===== config.mk =====
export PLATFORM = sky130hd
export DESIGN_NAME = microroc_readout_emulator
export DESIGN_NICKNAME = d
export VERILOG_FILES = /design/src/rtl/microroc_readout_emulator.sv
export SDC_FILE = /design/constraint.sdc
export NUM_CORES = 1
export LEC_CHECK = 0
export CORE_MARGIN = 2
export CORE_UTILIZATION = 40
export CTS_CLUSTER_SIZE = 12
export DETAILED_ROUTE_END_ITERATION = 16
export PLACE_DENSITY_LB_ADDON = 0.15
export SYNTH_ARGS = -nofsm -noshare
export SYNTH_HDL_FRONTEND = slang
export SYNTH_SLANG_ARGS = --single-unit

===== constraint.sdc =====
create_clock -name Clk -period 12.2 [get_ports Clk]
set_input_delay 1.83 -clock Clk [delete_from_list [all_inputs] [get_ports Clk]]
set_output_delay 1.83 -clock Clk [all_outputs]
set_load 0.05 [all_outputs]

===== src/rtl/microroc_readout_emulator.sv =====
// microroc_readout_emulator
//
// Transmitter-side emulator of the Microroc digital RAM readout port. Hit events
// are buffered from a valid/ready source. Each start_readout rising edge sends the
// whole buffer serially on active-low dout_b/transmiton_b, then pulses end_readout.
//
// Frame: 160 bits, MSB first = {CHIP_ID[7:0], ev_bcid[23:0], ev_hits[127:0]}.
// Each bit is held for BIT_CLKS cycles. Consecutive events in one transfer are
// separated by GAP_CLKS idle cycles. During the gap, transmiton_b stays low and
// dout_b stays high.
//
// Build option:
//   MICROROC_EMU_LIFO_EN  defined   -> events are read newest first (real ASIC RAM order)
//                         undefined -> events are read oldest first (FIFO)
//
// Ports:
//   Clk            system clock (40 MHz)
//   reset          asynchronous reset, active-high
//   ev_valid       event present on ev_bcid/ev_hits
//   ev_ready       event accepted on ev_valid & ev_ready at a rising Clk edge
//   ev_bcid        event BCID (24 bits)
//   ev_hits        64 channels x 2 discriminator bits (128 bits)
//   start_readout  readout request, acted on at a rising edge while idle
//   end_readout    one-cycle pulse when a readout finishes
//   dout_b         serial data, active-low
//   transmiton_b   low while a transfer is in progress
//   chipsat_b      low while the event memory is full

module microroc_readout_emulator #(
  parameter int unsigned BIT_CLKS = 8,
  parameter int unsigned GAP_CLKS = 16,
  parameter int unsigned DEPTH    = 4,
  parameter logic [7:0]  CHIP_ID  = 8'hA1
) (
  input  logic         Clk,
  input  logic         reset,
  input  logic         ev_valid,
  output logic         ev_ready,
  input  logic [23:0]  ev_bcid,
  input  logic [127:0] ev_hits,
  input  logic         start_readout,
  output logic         end_readout,
  output logic         dout_b,
  output logic         transmiton_b,
  output logic         chipsat_b
);

  localparam int unsigned FrameBits = 160;
  localparam int unsigned EvBits    = 152;
  localparam int unsigned PtrW      = $clog2(DEPTH);
  localparam int unsigned CntW      = PtrW + 1;
  localparam int unsigned DivW      = $clog2(BIT_CLKS);
  localparam int unsigned GapW      = $clog2(GAP_CLKS + 1);

  localparam logic [7:0]      LastBit  = 8'd159;
  localparam logic [DivW-1:0] DivLast  = DivW'(BIT_CLKS - 1);
  localparam logic [GapW-1:0] GapLast  = GapW'(GAP_CLKS - 1);
  localparam logic [CntW-1:0] CntFull  = CntW'(DEPTH);

  typedef enum logic [2:0] {
    StIdle,
    StLoad,
    StShift,
    StGap,
    StEnd
  } state_e;

  state_e                 state_q, state_d;
  logic [CntW-1:0]        count_q, count_d;
  logic [PtrW-1:0]        wr_ptr_q, wr_ptr_d;
  logic [FrameBits-1:0]   shreg_q, shreg_d;
  logic [7:0]             bit_q, bit_d;
  logic [DivW-1:0]        div_q, div_d;
  logic [GapW-1:0]        gap_q, gap_d;
  logic                   sync_q, prev_q;
  logic                   ev_ready_q, chipsat_q;

  logic [EvBits-1:0]      mem [DEPTH];
  logic [PtrW-1:0]        rd_idx;
  logic [EvBits-1:0]      mem_rd;
  logic                   push, pop, start_edge;

`ifdef MICROROC_EMU_LIFO_EN
  // Newest entry sits just below the write pointer; popping walks it back down.
  assign rd_idx = wr_ptr_q - 1'b1;
`else
  logic [PtrW-1:0]        rd_ptr_q, rd_ptr_d;
  assign rd_idx = rd_ptr_q;
`endif

  assign mem_rd     = mem[rd_idx];
  assign push       = ev_valid & ev_ready_q;
  assign start_edge = sync_q & ~prev_q;
  assign ev_ready   = ev_ready_q;
  assign chipsat_b  = chipsat_q;

  // Event storage carries no reset; only the pointers and the count define its contents.
  always_ff @(posedge Clk) begin
    if (push) begin
      mem[wr_ptr_q] <= {ev_bcid, ev_hits};
    end
  end

  always_comb begin
    state_d      = state_q;
    count_d      = count_q;
    wr_ptr_d     = wr_ptr_q;
`ifndef MICROROC_EMU_LIFO_EN
    rd_ptr_d     = rd_ptr_q;
`endif
    shreg_d      = shreg_q;
    bit_d        = bit_q;
    div_d        = div_q;
    gap_d        = gap_q;
    pop          = 1'b0;
    end_readout  = 1'b0;
    dout_b       = 1'b1;
    transmiton_b = 1'b1;

    unique case (state_q)
      StIdle: begin
        if (start_edge) begin
          state_d = StLoad;
        end
      end

      // The empty case also passes through here. Both outcomes are then decided one cycle
      // after the start edge, so end_readout lands on cycle 2 of an empty readout.
      StLoad: begin
        if (count_q == '0) begin
          state_d = StEnd;
        end else begin
          pop     = 1'b1;
          bit_d   = '0;
          div_d   = '0;
          state_d = StShift;
        end
      end

      StShift: begin
        transmiton_b = 1'b0;
        dout_b       = ~shreg_q[FrameBits-1];
        if (div_q == DivLast) begin
          div_d = '0;
          if (bit_q == LastBit) begin
            gap_d   = '0;
            state_d = (count_q != '0) ? StGap : StEnd;
          end else begin
            bit_d   = bit_q + 8'd1;
            shreg_d = {shreg_q[FrameBits-2:0], 1'b0};
          end
        end else begin
          div_d = div_q + 1'b1;
        end
      end

      StGap: begin
        transmiton_b = 1'b0;
        if (gap_q == GapLast) begin
          // Load on the last gap cycle, so the first bit starts exactly after GAP_CLKS.
          pop     = 1'b1;
          bit_d   = '0;
          div_d   = '0;
          state_d = StShift;
        end else begin
          gap_d = gap_q + 1'b1;
        end
      end

      StEnd: begin
        end_readout = 1'b1;
        state_d     = StIdle;
      end

      default: state_d = StIdle;
    endcase

    if (pop) begin
      shreg_d = {CHIP_ID, mem_rd};
      count_d = count_q - 1'b1;
`ifdef MICROROC_EMU_LIFO_EN
      wr_ptr_d = wr_ptr_q - 1'b1;
`else
      rd_ptr_d = rd_ptr_q + 1'b1;
`endif
    end

    // Pushes are only accepted in idle, so they never meet a pop.
    if (push) begin
      count_d  = count_q + 1'b1;
      wr_ptr_d = wr_ptr_q + 1'b1;
    end
  end

  always_ff @(posedge Clk or posedge reset) begin
    if (reset) begin
      state_q    <= StIdle;
      count_q    <= '0;
      wr_ptr_q   <= '0;
`ifndef MICROROC_EMU_LIFO_EN
      rd_ptr_q   <= '0;
`endif
      shreg_q    <= '0;
      bit_q      <= '0;
      div_q      <= '0;
      gap_q      <= '0;
      sync_q     <= 1'b0;
      prev_q     <= 1'b0;
      ev_ready_q <= 1'b0;
      chipsat_q  <= 1'b1;
    end else begin
      state_q    <= state_d;
      count_q    <= count_d;
      wr_ptr_q   <= wr_ptr_d;
`ifndef MICROROC_EMU_LIFO_EN
      rd_ptr_q   <= rd_ptr_d;
`endif
      shreg_q    <= shreg_d;
      bit_q      <= bit_d;
      div_q      <= div_d;
      gap_q      <= gap_d;
      sync_q     <= start_readout;
      prev_q     <= sync_q;
      // Registered from next-state values so both flags track state/count without lag.
      ev_ready_q <= (state_d == StIdle) && (count_d < CntFull);
      chipsat_q  <= ~(count_d == CntFull);
    end
  end

endmodule

==> results.sh, run 1 <==
export IMPL_rsz0062_at_grt="false"
export IMPL_syn_num_nets=1785
export IMPL_synthSimpleGateAreaFrac=0.0473
export IMPL_layout_min_cycle_time_ps=4410
export IMPL_seqPwrFrac=0.469
export IMPL_grt_start_max_net_pins=167
export IMPL_syn_to_final_growth_pct=17.5
export IMPL_numPortBuffers=160
export IMPL_hold_start="sync_q"
export IMPL_first_iter_violations=1031
export IMPL_wl_um=64500
export IMPL_cp_required_ps=10370
export IMPL_tightestPinTransition_ps=1390
export IMPL_start_util=0.403
export IMPL_die_h_um=280
export IMPL_drive_above_1_share=0.169
export IMPL_p_comb_frac=0.197
export IMPL_hp_class="flip-flop to flip-flop"
export IMPL_p_int_uw=5470
export IMPL_route_detailed_drc=0
export IMPL_synthesis_area_sq_um=30400
export IMPL_slew_viol_final=0
export IMPL_report_final_setup_viol=0
export IMPL_synthCells=1617
export IMPL_worstHoldEndpoint="prev_q"
export IMPL_outcome="complete, no violations"
export IMPL_ys_top_cells_by_area="edfxtp_1 60%, dfrtp_1 16%, mux4_2 11%, a22o_1 2.7%, a21o_1 2.3%"
export IMPL_synth_top_area_share=0.600
export IMPL_synth_top_family_by_area="multiplexers"
export IMPL_synth_ff_type="edfxtp_1"
export IMPL_antenna_left=0
export IMPL_leakagePower_uw=0.0129
export IMPL_placed_area_sq_um=33000
export IMPL_post_route_period_util=0.362
export IMPL_fp_dieW_um=280
export IMPL_critical_path_class="flip-flop to output pin"
export IMPL_ys_warn_count=0
export IMPL_clk_pin_slew_ps=60
export IMPL_cts_sinks=798
export IMPL_cts_hold_buf=0
export IMPL_synth_edf_count=608
export IMPL_finClkSkew_ps=17.3
export IMPL_ctsLongestPathBuffers=3
export IMPL_synth_fa_ha_area_frac=0.00494
export IMPL_async_reset_ff_frac=0.238
export IMPL_grt_overflow=0
export IMPL_r2r_start="gap_q[0]"
export IMPL_synthTopCellsByCount="608 x edfxtp_1, 189 x dfrtp_1, 152 x mux4_2"
export IMPL_vias=15200
export IMPL_totalNegativeSetupSlack_ps=0
export IMPL_clock_latency_ps=630
export IMPL_swShare=0.265
export IMPL_power_density_nw_per_um2=208
export IMPL_track_usage=0.169
export IMPL_max_freq_mhz=227
export IMPL_rows=101
export IMPL_synth_seq_cells=798
export IMPL_die_area_sq_um=78300
export IMPL_antenna_found_initial=4
export IMPL_yosysSeqAreaShare=0.756
export IMPL_yosysMostFrequentCell="edfxtp_1"
export IMPL_coreArea_sq_um=75600
export IMPL_holdPathStages=0
export IMPL_cts_buffers=87
export IMPL_maxCapViolCount=0
export IMPL_r2r_cells=9
export IMPL_cp_start_kind="flip-flop"
export IMPL_reg2reg_to="shreg_q[72]"
export IMPL_ctsResizeCount=0
export IMPL_reg2reg_setup_slack_ps=8110
export IMPL_synthMuxAreaShare=0.114
export IMPL_critPathMaxFanout=10
export IMPL_design_area_sq_um=35700
export IMPL_nets=1960
export IMPL_vias_per_cell=5.35
export IMPL_p_switching_uw=1970
export IMPL_yosys_area_share_xor_xnor=0.00230
export IMPL_grt_pass1_vias=16300
export IMPL_grt_pass1_wl_um=99700
export IMPL_ir_drop_v=0.000104
export IMPL_gp_congestion=0.724
export IMPL_root_buffer="clkbuf_16"
export IMPL_cp_end_kind="output pin"
export IMPL_yosysTopAreaCell="edfxtp_1"
export IMPL_wire_per_inst_um=22.6
export IMPL_p_clk_frac=0.334
export IMPL_cts_tree="built"
export IMPL_hold_viol_final=0
export IMPL_post_cts_buffers=0
export IMPL_dr_pass1_iters=5
export IMPL_dp_hpwl_um=35100
export IMPL_synth_compound_area_share=0.0582
export IMPL_yosys_cell_types_count=51
export IMPL_pin_count=161
export IMPL_cts_htree_levels=3
export IMPL_max_slew_margin=0.0745
export IMPL_synth_area_per_cell_sq_um=18.8
export IMPL_arrival_ps=2580
layer usage:
metal  vias to the layer above  track usage  routed length, um
met4                         2       0.0503               1370
met2                       289        0.283              32300
li1                       6811            -                  -
met1                      8033        0.226              28200
met5                         -            0                 13
met3                       103       0.0297               2580
power by group through the flow:
stage / logic [uW] / clock network [uW] / registers [uW]
after floorplan: 1190 / 0 / 3460
after global placement: 1490 / 0 / 3530
after detailed placement: 1510 / 0 / 3550
after CTS: 1510 / 2560 / 3490
after global routing: 1620 / 2670 / 3530
final: 1470 / 2480 / 3490
worst max-delay path: stages, from the launching register on:
cell,delay (ps)
dfrtp_1,470
nand2b_1,200
nor2_1,380
nand2_1,130
clkdlybuf4s50_1,770
sequential cells by signal (all words and copies together), names as in the netlist:
signal / flops
shreg_q: 160
mem: 608
div_q: 3
bit_q: 8
wr_ptr_q: 2
rd_idx: 2
sync_q: 1
ev_ready: 1
gap_q: 5
state_q: 3
chipsat_b: 1
count_q: 3
prev_q: 1
layout make-up:
cell class,count,area (sq um)
Tap cell,978,1220
Inverter,10,45.0
Fill cell,6425,39800
Sequential cell,798,23000
Timing Repair Buffer,182,1780
Clock buffer,125,2440
Multi-Input combinational cell,713,6930
Antenna cell,4,10.0
Clock inverter,39,290
cell usage in the layout (no fill, tap or decap), drive strengths merged, types with 3 or more instances in the layout:
master / count
nand2: 151
nor3: 3
ha: 12
clkbuf: 125
a22o: 95
a21oi: 14
mux4: 152
o21ai: 11
clkinv: 30
inv: 16
nor2: 10
o211ai: 3
nand3: 117
buf: 22
clkdlybuf4s50: 160
or4: 4
edfxtp: 608
dfrtp: 189
nand4: 3
xnor2: 5
and3: 6
nand2b: 4
xor2: 3
diode: 4
a21o: 95
through the flow:
stage                     hold WS, ps  setup WS, ps  total power (uW)  std cells  utilization
final                             425          7790              7440       2849        0.473
after floorplan                   374          5200              4650       1617            -
after detailed placement          422          7490              5050       2681        0.437
after global routing              435          7580              7820       2848        0.473
after CTS                         423          7720              7570       2845        0.473
after global placement            429          7490              5020       2681        0.437
logic make-up (layout without fill, tap and decap cells):
kind of cell               count (synthesis)  after routing
AOI/OAI and AO/OA                        227            227
xor gates and xnor gates                   8              8
adders and majority gates                 12             12
buffers and inverters                    106            356
DFF                                      798            798
muxes                                    155            155
other                                      0              4
and+or+nand+nor                          311            311
how the worst max path moves through the flow:
stage               startpoint     endpoint  slack [ps]  cells past startpoint
finish              state_q[2]       dout_b        7790                      4
global placement      ev_valid  mem[3][124]        7490                      3
floorplan                reset     bit_q[0]        5200                      1
detailed placement    ev_valid  mem[2][120]        7490                      3
CTS                 state_q[2]       dout_b        7720                      4
global route        state_q[2]       dout_b        7580                      4
No activity file was read; power rests on OpenSTA's default activity.
==> inputs of run 2 (changes only) <==
- clock period: 12.2 -> 4.4 ns (I/O delays scaled with it)
==> results.sh, run 2 (same netlist as run 1, synthesis figures left out) <==
export IMPL_clock_latency_ps=640
export IMPL_arrival_ps=2650
export IMPL_grt_pass1_wl_um=98000
export IMPL_finClkSkew_ps=38.7
export IMPL_final_core_util=0.477
export IMPL_cp_required_ps=3740
export IMPL_tightestPinTransition_ps=855
export IMPL_grt_pass1_vias=16400
export IMPL_pin_count=161
export IMPL_cts_sinks=798
export IMPL_track_usage=0.165
export IMPL_grt_overflow=0
export IMPL_final_common_cell="edfxtp_1"
export IMPL_post_route_period_util=0.752
export IMPL_pre_cts_ws_ps=1500
export IMPL_first_iter_violations=990
export IMPL_fp_dieW_um=280
export IMPL_whs_ps=427
export IMPL_hp_class="flip-flop to flip-flop"
export IMPL_gp_congestion=0.698
export IMPL_maxCapViolCount=0
export IMPL_rsz0062_at_grt="false"
export IMPL_root_buffer="clkbuf_16"
export IMPL_drive_above_1_share=0.169
export IMPL_leakagePower_uw=0.0130
export IMPL_outcome="complete, no violations"
export IMPL_r2r_cells=8
export IMPL_critPathMaxFanout=10
export IMPL_dr_pass1_iters=4
export IMPL_stdcell_count=2851
export IMPL_rows=101
export IMPL_die_h_um=280
export IMPL_cp_start_kind="flip-flop"
export IMPL_clk_pin_slew_ps=60
export IMPL_report_final_setup_viol=0
export IMPL_dp_hpwl_um=34200
export IMPL_slew_viol_final=0
export IMPL_syn_to_final_growth_pct=18.4
export IMPL_reg2reg_to="shreg_q[140]"
export IMPL_cts_hold_buf=0
export IMPL_max_freq_mhz=302
export IMPL_hold_start="sync_q"
export IMPL_hold_viol_final=0
export IMPL_vias_per_cell=5.33
export IMPL_top_regs="mem: 608 flops, shreg_q: 160 flops, bit_q: 8 flops"
export IMPL_r2r_start="gap_q[0]"
export IMPL_coreArea_sq_um=75600
export IMPL_worstHoldEndpoint="prev_q"
export IMPL_nets=1967
export IMPL_final_cell_mix="608 x edfxtp_1, 187 x dfrtp_1, 160 x clkdlybuf4s50_1"
export IMPL_grt_start_max_net_pins=166
export IMPL_layout_min_cycle_time_ps=3310
export IMPL_die_area_sq_um=78300
export IMPL_route_detailed_drc=0
export IMPL_start_util=0.403
export IMPL_max_slew_margin=0.430
export IMPL_cts_buffers=85
export IMPL_reg2reg_setup_slack_ps=1480
export IMPL_ctsLongestPathBuffers=3
export IMPL_power_density_nw_per_um2=574
export IMPL_ctsResizeCount=0
export IMPL_critical_path_class="flip-flop to output pin"
export IMPL_totalNegativeSetupSlack_ps=0
export IMPL_wire_per_inst_um=22.2
export IMPL_largest_reg_flops=608
export IMPL_antenna_left=0
export IMPL_antenna_found_initial=8
export IMPL_vias=15200
export IMPL_post_cts_buffers=0
export IMPL_top_register="mem"
export IMPL_cp_end_kind="output pin"
export IMPL_wl_um=63300
export IMPL_cts_tree="built"
export IMPL_finalWorstSetupSlack_ps=1090
export IMPL_numPortBuffers=160
export IMPL_ir_drop_v=0.000410
export IMPL_holdPathStages=0
export IMPL_dp_cells=2690
export IMPL_cts_htree_levels=3
-- run 2: cell types whose count changed in the layout (fill, tap and decap cells not counted), sizes merged --
cell / before / now
diode: 4 / 1
clkinvlp: 1 / 5
clkbuf: 125 / 132
buf: 22 / 31
clkinv: 30 / 20
inv: 16 / 11
-- run 2: stage by stage --
stage | instance area, sq um | total power, uW
2_1_floorplan | 30400 | 12900
3_3_place_gp | 33300 | 14000
3_5_place_dp | 33300 | 14100
4_1_cts | 36000 | 21000
5_1_grt | 36000 | 21700
6_report | 36000 | 20700
-- run 2: worst max-delay path by stage --
| stage | start | slack, ps | cells after the start | end |
|---|---|---|---|---|
| after floorplan | ev_ready | 1270 | 1 | mem[0][0] |
| after global placement | gap_q[0] | 1580 | 8 | shreg_q[149] |
| after detailed placement | gap_q[0] | 1500 | 8 | shreg_q[3] |
| after CTS | state_q[2] | 1040 | 4 | dout_b |
| after global routing | state_q[2] | 930 | 4 | dout_b |
| final | state_q[2] | 1090 | 4 | dout_b |
-- run 2: cell type report --
| type | count | area [sq um] |
|---|---|---|
| clock inverters | 28 | 256 |
| well taps | 978 | 1220 |
| inverters | 10 | 41.3 |
| fillers | 6406 | 39600 |
| multi-input cells | 713 | 6930 |
| flip-flops and latches | 798 | 23000 |
| repair buffers | 191 | 2100 |
| diodes | 1 | 2.50 |
| clock buffers | 132 | 2450 |
-- run 2: worst max-delay path, stage by stage, from the launching register on --
cell	delay, ps
dfrtp_1	480
nand2b_1	210
nor2_1	350
nand2_1	210
clkdlybuf4s50_1	760
-- run 2: routing by layer --
metal	wire length [um]	GRT usage	vias up
met4	1020	0.0469	12
met5	83	0	-
li1	-	-	6817
met3	2720	0.0309	69
met1	27500	0.215	8038
met2	32000	0.283	272
-- run 2: report_power, final --
| group | total, uW | internal, uW | switching (uW) |
|---|---|---|---|
| clock network | 6850 | 3970 | 2880 |
| registers | 9700 | 9060 | 637 |
| logic | 4140 | 2180 | 1960 |
| total | 20700 | 15200 | 5480 |
